**config.mk**
```make
export PLATFORM = sky130hd
export DESIGN_NAME = hazard_scoreboard
export DESIGN_NICKNAME = d
export VERILOG_FILES = /design/src/rtl/hazard_scoreboard.sv
export SDC_FILE = /design/constraint.sdc
export NUM_CORES = 1
export LEC_CHECK = 0
export CORE_MARGIN = 10
export CORE_UTILIZATION = 35
export DETAILED_ROUTE_END_ITERATION = 8
export PLACE_DENSITY = 0.55
export SYNTH_ARGS = -nofsm -noshare
export SYNTH_HDL_FRONTEND = slang
export SYNTH_SLANG_ARGS = --single-unit
```
**constraint.sdc**
```tcl
create_clock -name clk -period 5.1 [get_ports clk]
set_clock_uncertainty 0.2 [all_clocks]
set_input_delay 1.02 -clock clk [delete_from_list [all_inputs] [get_ports clk]]
set_output_delay 1.02 -clock clk [all_outputs]
set_load 0.05 [all_outputs]
```
**src/rtl/hazard_scoreboard.sv**
```systemverilog
// rtl/hazard_scoreboard.sv - Tuse/Tnew pending-write scoreboard and MDU busy timer for D-stage stall
//
// Purpose: per-register pending-write counters compared against operand Tuse
// decide whether the D-stage instruction can issue; an internal timer tracks
// multi-cycle mult/div occupancy of HI/LO.
// Optional feature macro: HAZARD_STATS_EN (adds stall_cycles / md_stall_cycles).
// Ports:
//   clk, rst_n                     clock, asynchronous active-low reset
//   d_valid                        D stage holds a real instruction
//   d_rs, d_rt, d_rs_tuse, d_rt_tuse   source operands and their Tuse (all-ones = unused)
//   d_wr_en, d_wr_addr, d_tnew     destination write and its Tnew
//   d_md_start, d_md_is_div        mult/div start and latency select
//   d_md_use                       mfhi/mflo/mthi/mtlo
//   flush                          synchronous clear of the scoreboard
//   stall, issue, md_busy          hazard outputs
//   stall_cycles, md_stall_cycles  saturating counters (HAZARD_STATS_EN only)
module hazard_scoreboard #(
    parameter int REG_AW   = 5,
    parameter int TNEW_W   = 2,
    parameter int MULT_LAT = 5,
    parameter int DIV_LAT  = 10,
    parameter int MD_CNT_W = 4
) (
    input  logic              clk,
    input  logic              rst_n,
    input  logic              d_valid,
    input  logic [REG_AW-1:0] d_rs,
    input  logic [REG_AW-1:0] d_rt,
    input  logic [TNEW_W-1:0] d_rs_tuse,
    input  logic [TNEW_W-1:0] d_rt_tuse,
    input  logic              d_wr_en,
    input  logic [REG_AW-1:0] d_wr_addr,
    input  logic [TNEW_W-1:0] d_tnew,
    input  logic              d_md_start,
    input  logic              d_md_is_div,
    input  logic              d_md_use,
    input  logic              flush,
    output logic              stall,
    output logic              issue,
`ifdef HAZARD_STATS_EN
    output logic [31:0]       stall_cycles,
    output logic [31:0]       md_stall_cycles,
`endif
    output logic              md_busy
);

    localparam int NREG = 2 ** REG_AW;
    localparam logic [MD_CNT_W-1:0] MULT_LAT_C = MD_CNT_W'(MULT_LAT);
    localparam logic [MD_CNT_W-1:0] DIV_LAT_C  = MD_CNT_W'(DIV_LAT);
    localparam logic [TNEW_W-1:0]   TUSE_NONE  = '1;

    logic [TNEW_W-1:0]   pend_q [NREG];
    logic [TNEW_W-1:0]   pend_d [NREG];
    logic [MD_CNT_W-1:0] md_cnt_q, md_cnt_d;

    logic haz_rs, haz_rt, haz_md;

    // Hazard detection: purely combinational from current state and D inputs.
    always_comb begin
        haz_rs  = (d_rs != '0) && (d_rs_tuse != TUSE_NONE) && (pend_q[d_rs] > d_rs_tuse);
        haz_rt  = (d_rt != '0) && (d_rt_tuse != TUSE_NONE) && (pend_q[d_rt] > d_rt_tuse);
        md_busy = (md_cnt_q != '0);
        haz_md  = (d_md_start || d_md_use) && md_busy;
        stall   = d_valid && (haz_rs || haz_rt || haz_md);
        issue   = d_valid && !stall;
    end

    // Scoreboard next state: flush beats load, load beats decrement.
    always_comb begin
        for (int r = 0; r < NREG; r++) begin
            pend_d[r] = pend_q[r];
            if (flush) begin
                pend_d[r] = '0;
            end else if (issue && d_wr_en && (d_wr_addr != '0) && (d_wr_addr == REG_AW'(r))) begin
                pend_d[r] = d_tnew;
            end else if (pend_q[r] != '0) begin
                pend_d[r] = pend_q[r] - 1'b1;
            end
        end
        // Entry 0 is hardwired zero.
        pend_d[0] = '0;
    end

    // MDU timer is independent of flush: HI/LO results are already committed.
    always_comb begin
        md_cnt_d = md_cnt_q;
        if (issue && d_md_start) begin
            md_cnt_d = d_md_is_div ? DIV_LAT_C : MULT_LAT_C;
        end else if (md_cnt_q != '0) begin
            md_cnt_d = md_cnt_q - 1'b1;
        end
    end

    always_ff @(posedge clk or negedge rst_n) begin
        if (!rst_n) begin
            for (int r = 0; r < NREG; r++) begin
                pend_q[r] <= '0;
            end
            md_cnt_q <= '0;
        end else begin
            for (int r = 0; r < NREG; r++) begin
                pend_q[r] <= pend_d[r];
            end
            md_cnt_q <= md_cnt_d;
        end
    end

`ifdef HAZARD_STATS_EN
    logic [31:0] stall_cycles_q, stall_cycles_d;
    logic [31:0] md_stall_cycles_q, md_stall_cycles_d;

    always_comb begin
        stall_cycles_d    = stall_cycles_q;
        md_stall_cycles_d = md_stall_cycles_q;
        if (stall && (stall_cycles_q != '1)) begin
            stall_cycles_d = stall_cycles_q + 32'd1;
        end
        if (d_valid && haz_md && (md_stall_cycles_q != '1)) begin
            md_stall_cycles_d = md_stall_cycles_q + 32'd1;
        end
    end

    always_ff @(posedge clk or negedge rst_n) begin
        if (!rst_n) begin
            stall_cycles_q    <= '0;
            md_stall_cycles_q <= '0;
        end else begin
            stall_cycles_q    <= stall_cycles_d;
            md_stall_cycles_q <= md_stall_cycles_d;
        end
    end

    assign stall_cycles    = stall_cycles_q;
    assign md_stall_cycles = md_stall_cycles_q;
`endif

endmodule
```
# ---- Word-level counts from Yosys, hierarchy flattened
# Index checks and enable logic that the tools add are counted.
dict set report totals {
  register_bits 66
  in_bits 29
  output_inout_bits 3
  elab_cells 317
}
dict set report classes {
  n_addsub 32
  n_lt_le_gt_ge 4
  eq_ne 33
  mux 102
  bitwise_logic 2
  n_reduce_logical 112
}
# operator n
set op_table {}
lappend op_table {{$mux W2} 97}
lappend op_table {{$reduce_bool A3 Y1} 31}
lappend op_table {{$eq A5 B5 Y1 const B} 16}
lappend op_table {{$reduce_bool A2 Y1} 32}
lappend op_table {{$sub A2 B1 Y2 const B} 31}
lappend op_table {{$logic_and A1 B1 Y1} 41}
lappend op_table {{$eq A5 B4 Y1 const B} 8}
lappend op_table {{$bmux W2 S5} 2}
lappend op_table {{$eq A5 B3 Y1 const B} 4}
lappend op_table {{$reduce_bool A5 Y1} 3}
lappend op_table {{$ge A6 B6 Y1 const B} 2}
lappend op_table {{$mux W4} 3}
lappend op_table {{$not A5 Y6} 2}
lappend op_table {{$eq A5 B2 Y1 const B} 2}
lappend op_table {{$eq A5 B1 Y1 const B} 1}
lappend op_table {{$gt A2 B2 Y1} 2}
lappend op_table {{$ne A2 B2 Y1 const B} 2}
lappend op_table {{$reduce_bool A4 Y1} 1}
lappend op_table {{$sub A4 B1 Y4 const B} 1}
lappend op_table {{$logic_or A1 B1 Y1} 3}
lappend op_table {{$logic_not A1 Y1} 1}

# ---- Longest topological paths before layout
# Gate-level depths: netlist of run 1.
dict set report logic_depth {
  word_depth 16
  ltp_mapped 15
  depth_no_buf 11
}

# ---- Worst setup path before layout of run 1
# No wires, ideal clock.
dict set report synth_timing {
  kind {input to output}
  start {input d_rt[1]}
  end {output stall}
  arrival_ps 4193
  t_required_ps 3880
  slack_ps -313
  path_stages 11
  n_path_buf 4
  path_cell_list {buf_2 buf_2 mux4_2 mux4_2 a21oi_1 ha_1 a222oi_1 a221o_1 buf_6 buf_2 and2_1}
}
dict set report synth_via {
  elab_chain_cells 9
  word_cells_on_any_way 11
  classes_between {1 x order compare; 3 x mux; 1 x bitwise; 6 x reduce/logical}
}
# element line_no
set synth_rtl {}
lappend synth_rtl {{start: declaration} 28} ;# input logic [REG_AW-1:0] d_rt,
lappend synth_rtl {{$not A5 Y6 (not written as such)} 61} ;# haz_rt = (d_rt != '0) && (d_rt_tuse != TUSE_NONE) && (pend_q[d_rt] > d_rt_tuse);
lappend synth_rtl {{$bmux W2 S5} 61}
lappend synth_rtl {{$mux W2 (not written as such) (2 in series)} 61}
lappend synth_rtl {{$gt A2 B2 Y1} 61}
lappend synth_rtl {{$logic_and A1 B1 Y1 *} 61}
lappend synth_rtl {{$logic_or A1 B1 Y1 * (2 in series)} 64} ;# stall = d_valid && (haz_rs || haz_rt || haz_md);
lappend synth_rtl {{$logic_and A1 B1 Y1 *} 64}
lappend synth_rtl {{end: declaration} 38} ;# output logic stall,
# Every way passes the cells marked *; elsewhere a longest branch is shown, timed or not. The select of a mux whose other input is x is not followed.

# ---- Worst setup path after layout of run 1
# Same ends and word-level chain as after synthesis.

==> summary.txt, run 1 <==
Setup path
  • Worst Setup EP: stall
  • WP buf/inv: 4
  • Crit. Startpoint: d_rt[1]
  • CP required: around 3900 ps
  • Critical path capture point type: output port
  • Reg2reg end: pend_q[56]$_DFFE_PN0P_
  • Max stage delay cell, worst path: mux4_2
  • Startpoint Class: input pin
  • WP depth: 11
  • Path depth of the worst reg2reg path: 13
  • Crit path cell chain: buf_4 > buf_12 > mux4_2 > mux4_2 > a21o_1 > ha_1 > a222oi_1 > buf_4 > a221o_1 > and2_4 > buf_12
  • Slowest Stage Delay on Critical Path: around 500 ps
  • Crit path max fanout: 6
  • CP Class: input pin to output port
  • Largest delay share family, worst path: multiplexers
  • Critical Path AT: ~3800 ps
  • Worst R2R Setup Slack: between 1000 and 1500 ps
  • Launching point of the worst reg2reg path: pend_q[19]$_DFFE_PN0P_

Timing
  • Worst-Margin Slew: ~850 ps
  • Final setup margin: between 90 and 100 ps
  • Fin. max-slew vios: 0
  • Slew HR: 43.43%
  • Final period utilization: a little over nine tenths
  • Max Clk Rate: about 200 MHz
  • Hold slack: 418.8 ps
  • # setup viols final: 0
  • Final hold vios: 0
  • Minimum clock period: 5007 ps
  • RSZ-0062 raised after global routing: no
  • Sum of negative setup slack: 0 ps

Clock network
  • Clock Sinks: between 60 and 70
  • Worst-Skew Late Latency: 340 ps
  • H-tree levels: 3
  • CTS tree: built
  • Root Driver: clkbuf_16
  • Hold buffer count at CTS: 0
  • Clock Pin Slew Worst Setup and Hold Paths: ~50 ps
  • CTS Buf Count: 9
  • Clk buf depth: 2

Run status
  • Status: finished clean

Synth
  • FFs w/ async S/R, synth: 100.0%
  • Yosys top cell area share: 29.74%
  • Synth Net Count: 660
  • Sequential area share after synthesis: ~30%
  • Syn Area/Cell: 9.350 µm²
  • Top_reg_cell synth: dfrtp_1
  • Number of flops mapped to enable cells by yosys: 0
  • Synth top area cells: dfrtp_1 (30%), mux4_2 (12%), mux2_2 (11%)
  • Synthesized area: between 0.005 and 0.006 mm²
  • Synth area leader: dfrtp_1
  • Synth Warn #: 0
  • Post-Synthesis Cells: just under 600
  • Library cells used by synthesis: 50
  • Synth Register Bits: 66

Floorplan
  • DIE WIDTH: 146.0 µm
  • Row count: 45
  • Die height: about 150 µm
  • I/O pins: 32
  • Initial Util: between 30% and 40%
  • Core Area: between 0.015 and 0.02 mm²
  • Die area: ~0.021 mm²

Global routing
  • Total gr overflow: 0
  • Number of global-route vias before repair: ~4600
  • First-pass GRT wire length: approximately 25000 µm
  • Antenna violations before repair: 0
  • Largest net degree at the start of global routing: 50
  • Tot GR Track Use: 15.08%

Drt
  • Vias: roughly 4600
  • DR WL/cell: about 19 µm
  • Number of DRC markers in iteration 0: ~300
  • DRC: 0
  • Vias per std cell: approximately 5.3
  • DR pass1 iterations: 6
  • Routed WL: roughly 16000 µm
  • Antenna-violating nets left: 0

Power
  • Max rail drop VDD: about 0.25 mV
  • Cell Pwr Density: 432.3 mW/mm²
  • Total chip power: 2.922 mW
  • Leak: ~2.9 nW

Placed design
  • Dpl hpwl: 11910 µm
  • # port buffers: 31
  • Pre-CTS WS: -354.6 ps
  • Routability Congestion: just under 0.9

Run
  • Max cap viols: 0

Finish
  • Area growth, synth to finish: 21.69%
  • Footprint of the multi-input gates: 0.003616 mm²
  • Diodes inserted: 0
  • Fillers: ~1500
  • Fin nets: 709
  • Share of layout cells above drive strength 1: 25.35%
  • Register Area: between 0.0015 and 0.002 mm²

Hold path
  • Hold Path Class: register to register
[cells in the final DEF (no fill, tap or decap), drive strengths merged, types with 3 or more instances in the layout]
cell,instances
mux4,30
nand4,7
ha,37
nand3b,3
a21o,3
clkbuf,14
nor3b,5
nand3,3
a2111oi,4
xor2,32
a21oi,35
mux2,62
nand2,26
nor4,6
and3,3
inv,68
dfrtp,66
o21ai,4
nor2b,3
nor2,118
nor3,8
clkdlybuf4s50,21
o21a,3
nand2b,5
buf,44
o22ai,4
[layer usage]
layer	track usage (%)	up-vias	wire, µm
li1	-	2160	-
met1	18.40	2258	6888
met2	24.89	116	7721
met3	4.564	23	912
met4	4.755	0	354
met5	0	-	0
[how the worst min path moves through the flow]
stage | startpoint | end | slack, ps | cells past startpoint
floorplan | md_cnt_q[3]$_DFFE_PN0P_ | md_cnt_q[3]$_DFFE_PN0P_ | 350 | 2
global placement | md_cnt_q[3]$_DFFE_PN0P_ | md_cnt_q[3]$_DFFE_PN0P_ | 370 | 2
detailed placement | md_cnt_q[1]$_DFFE_PN0P_ | md_cnt_q[1]$_DFFE_PN0P_ | 410 | 2
CTS | md_cnt_q[3]$_DFFE_PN0P_ | md_cnt_q[3]$_DFFE_PN0P_ | 420 | 2
global route | md_cnt_q[3]$_DFFE_PN0P_ | md_cnt_q[3]$_DFFE_PN0P_ | 440 | 2
finish | md_cnt_q[3]$_DFFE_PN0P_ | md_cnt_q[3]$_DFFE_PN0P_ | 420 | 2
[area by class of cell]
cell class	count	area share, %
inverters	68	3.776
repair buffers	70	10.14
clock buffers	12	3.647
clock inverters	3	0.5924
flip-flops and latches	66	24.44
well taps	211	3.906
multi-input cells	428	53.50
[what timing repair did]
action                                  CTS  global route
endpoints found under the setup margin    2             2
gates resized for setup                  19            19
gates cloned                              2             0
pin swaps                                 2             7
buffers inserted                          1             8
hold endpoints to repair                  0             0
[cell families (layout without fill, tap and decap cells)]
| family | after synthesis | after routing | share of synthesized area, % |
|---|---|---|---|
| compound gates | 66 | 66 | 7.411 |
| xor+xnor | 33 | 33 | 5.204 |
| fa+ha+maj | 37 | 37 | 8.335 |
| buf+inv | 100 | 153 | 7.164 |
| flops | 66 | 66 | 29.74 |
| mux | 94 | 94 | 25.10 |
| simple gates | 198 | 198 | 17.05 |
[where the power goes]
group          internal (mW)  switching (mW)
Sequential             0.694           0.215
Combinational          0.720           0.674
Clock                  0.387           0.233
[cells in the mapped netlist, types with 3 or more instances]
cell	number
nor2_1	118
inv_1	68
dfrtp_1	66
mux2_2	52
ha_1	37
a21oi_1	35
xor2_1	32
mux4_2	30
nand2_1	26
clkbuf_1	23
mux2_1	10
nand4_1	7
nor3_1	7
buf_2	6
nand2b_1	5
nor4_2	5
a2111oi_0	4
nor3b_1	4
o22ai_1	4
a21o_1	3
and3_1	3
nand3_1	3
nand3b_1	3
nor2b_1	3
o21a_1	3
o21ai_0	3
[through the flow]
stage          instance area, µm²  util, %  std cells
6_report                     6759    43.97        858
5_1_grt                      6759    43.97        858
4_1_cts                      6621    43.08        850
3_3_place_gp                 6256    40.70        832
2_1_floorplan                5567        -        594
3_5_place_dp                 6256    40.70        832
[registers in the layout (all words and copies together), names as in the netlist]
register and flops:
pend_q 62, md_cnt_q 4
[tightest hold or removal path, delay by kind of cell (launching register included)]
kind           cells  cell delay [ps]
AO/OA/AOI/OAI      2              210
flip-flops         1              360
Power figures use the tool's default switching activity.
==> run 2, diff against run 1 <==
- PLACE_DENSITY: 0.55 -> not set
- PLACE_DENSITY_LB_ADDON: not set -> 0.15
==> summary.txt, run 2 (synthesized netlist as in run 1, its figures left out) <==
Setup path
  • Startpoint Class: input pin
  • WP buf/inv: 5 (+1)
  • Launching point of the worst reg2reg path: pend_q[34]$_DFFE_PN0P_
  • CP Class: input pin to output port
  • Max stage delay cell, worst path: mux4_2
  • Crit path cell chain: buf_4 > buf_12 > buf_4 > mux4_2 > mux4_2 > a21oi_2 > ha_1 > a222oi_1 > buf_4 > a22oi_2 > and3_4 > buf_12
  • Critical path capture point type: output port
  • Critical Path AT: 3760 ps (-30 ps)
  • CP required: 3880 ps (about the same)
  • Largest delay share family, worst path: multiplexers
  • Path depth of the worst reg2reg path: 13 (unchanged)
  • Reg2reg end: pend_q[55]$_DFFE_PN0P_
  • Crit path max fanout: 6 (unchanged)
  • Worst R2R Setup Slack: 1260 ps (+200 ps)
  • Slowest Stage Delay on Critical Path: 500 ps (about the same)
  • CP most frequent cell: buf_4

Timing
  • Final hold vios: 0 (unchanged)
  • RSZ-0062 raised after global routing: no
  • # setup viols final: 0 (unchanged)
  • Minimum clock period: 4983 ps (-24.22 ps)
  • Fin. max-slew vios: 0 (unchanged)
  • Slew HR: 42.07% (-1.4 points)
  • Max Clk Rate: 200.7 MHz (+0.49%)
  • Hold slack: 400.4 ps (-18.38 ps)
  • Final period utilization: 97.70% (-0.47 points)
  • Worst-Margin Slew: 867.0 ps (+20.30 ps)

Floorplan
  • Row count: 45 (unchanged)
  • Initial Util: 36.13% (unchanged)
  • Die height: 146.0 µm (unchanged)
  • I/O pins: 32 (unchanged)
  • DIE WIDTH: 146.0 µm (unchanged)
  • Die area: 0.02131 mm² (unchanged)
  • Core Area: 0.01537 mm² (unchanged)

Clock network
  • CTS Buf Count: 9 (unchanged)
  • Clk buf depth: 2 (unchanged)
  • Root Driver: clkbuf_16
  • Hold buffer count at CTS: 0 (unchanged)
  • Clock Sinks: 66 (unchanged)
  • H-tree levels: 3 (unchanged)
  • Clock Pin Slew Worst Setup and Hold Paths: 60 ps (about the same)
  • CTS tree: built
  • Worst-Skew Late Latency: 350 ps (about the same)

Hold path
  • Hold Path Class: register to register
  • Hold Crit Depth: 2 (unchanged)
  • Worst hold path endpoint: md_cnt_q[3]$_DFFE_PN0P_
  • Hold_sp: md_cnt_q[3]$_DFFE_PN0P_

Finish
  • Biggest register: pend_q
  • Most frequent cells in the layout: nor2_1 (118), inv_1 (68), dfrtp_1 (66), mux2_2 (52), ha_1 (37)
  • Top Registers: pend_q x62, md_cnt_q x4
  • Commonest non-fill, non-tap cell in the layout: nor2_1
  • Area growth, synth to finish: 21.45%
  • Diodes inserted: 0 (unchanged)
  • Finished Layout Cells: 854 (-0.47%)
  • Max reg flops: 62 (unchanged)
  • Share of layout cells above drive strength 1: 25.35% (about the same)
  • Fin nets: 704 (-0.71%)

Global routing
  • Tot GR Track Use: 15.40% (+0.32 points)
  • Number of global-route vias before repair: 4616 (-0.60%)
  • First-pass GRT wire length: 25720 µm (+1.3%)
  • Antenna violations before repair: 0 (unchanged)
  • Total gr overflow: 0 (unchanged)
  • Largest net degree at the start of global routing: 41 (-18%)

Placed design
  • Dpl hpwl: 12100 µm (+1.6%)
  • Post-placement cell count: 831 (-0.12%)
  • Routability Congestion: 0.8592 (-1.2%)
  • # port buffers: 31 (unchanged)

Run status
  • Status: finished clean

Drt
  • DR WL/cell: 19.14 µm (+3.4%)
  • Antenna-violating nets left: 0 (unchanged)
  • Number of DRC markers in iteration 0: 320 (+5.3%)
  • DRC: 0 (unchanged)
  • Vias: 4536 (-0.46%)
  • DR pass1 iterations: 5 (-1)
  • Vias per std cell: 5.311 (about the same)
  • Routed WL: 16350 µm (+3.0%)

Power
  • Max rail drop VDD: 0.1873 mV (-24%)
  • Total chip power: 2.996 mW (+2.5%)
  • Leak: 2.933 nW (-0.16%)
  • Cell Pwr Density: 444.2 mW/mm² (+2.7%)

Run
  • Max cap viols: 0 (unchanged)
## run 2: changes by cell type in the layout (fill, tap and decap cells not counted), moves of 2 or more
| cell | previous run | this run |
|---|---|---|
| clkinv_2 | 2 | 0 |
| a2111oi_2 | 1 | 3 |
| buf_6 | 3 | 1 |
| buf_4 | 32 | 28 |
| a2111oi_4 | 3 | 0 |
| clkbuf_1 | 2 | 0 |
## run 2: worst max path at each step
stage / from / to / slack (ps) / depth (start not counted)
after floorplan: d_rt[2] / stall / 60 / 12
after global placement: d_rt[0] / issue / -420 / 12
after detailed placement: d_rt[1] / issue / -390 / 11
after CTS: d_rs[0] / stall / 6 / 13
after global routing: d_rt[1] / issue / 8 / 12
final: d_rt[1] / issue / 120 / 12
## run 2: repair_timing
action | 4_1_cts | 5_1_grt
gates cloned | 2 | 1
pin swaps | 5 | 3
setup endpoints to repair | 2 | 2
resized for setup | 14 | 17
setup buffers | 4 | 0
## run 2: cell type report
cell class                 count  area (µm²)
inverter                      68       255.2
timing repair buffer          65       664.4
clock inverter                 5       85.08
tap                          211       264.0
clock buffer                  11       252.7
fill                        1471        8626
sequential                    66        1652
multi-input combinational    428        3572
## run 2: power by group
group	switching, mW	internal [mW]
clock network	0.247	0.457
registers	0.210	0.694
logic	0.673	0.716
## run 2: per-layer routing
layer  up-vias  global-route usage [%]  routed length (µm)
li1       2145                       -                   -
met1      2251                   18.38                7030
met2       111                   26.07                8172
met3        29                   2.949                 633
met4         0                   7.257                 510
met5         -                       0                   0
## run 2: worst register-to-register path: stages, from the launching register on
cell and delay [ps]:
dfrtp_1 380, inv_1 100, mux4_2 460, a31o_2 260, a2111oi_2 280, buf_4 170, a21oi_2 30, ha_1 270
a222oi_1 400, a221o_1 270, buf_4 290, buf_4 230, nor2_1 110, mux2_2 280
## run 2: per-stage QoR
stage | instance area [µm²] | setup slack (ps) | TNS (ps) | util (%)
after floorplan | 5567 | 62.59 | 0 | -
after global placement | 6254 | -422.4 | -2060 | 40.68
after detailed placement | 6254 | -390.5 | -1455 | 40.68
after CTS | 6705 | 6.349 | 0 | 43.62
after global routing | 6745 | 8.099 | 0 | 43.88
final | 6745 | 117.4 | 0 | 43.88
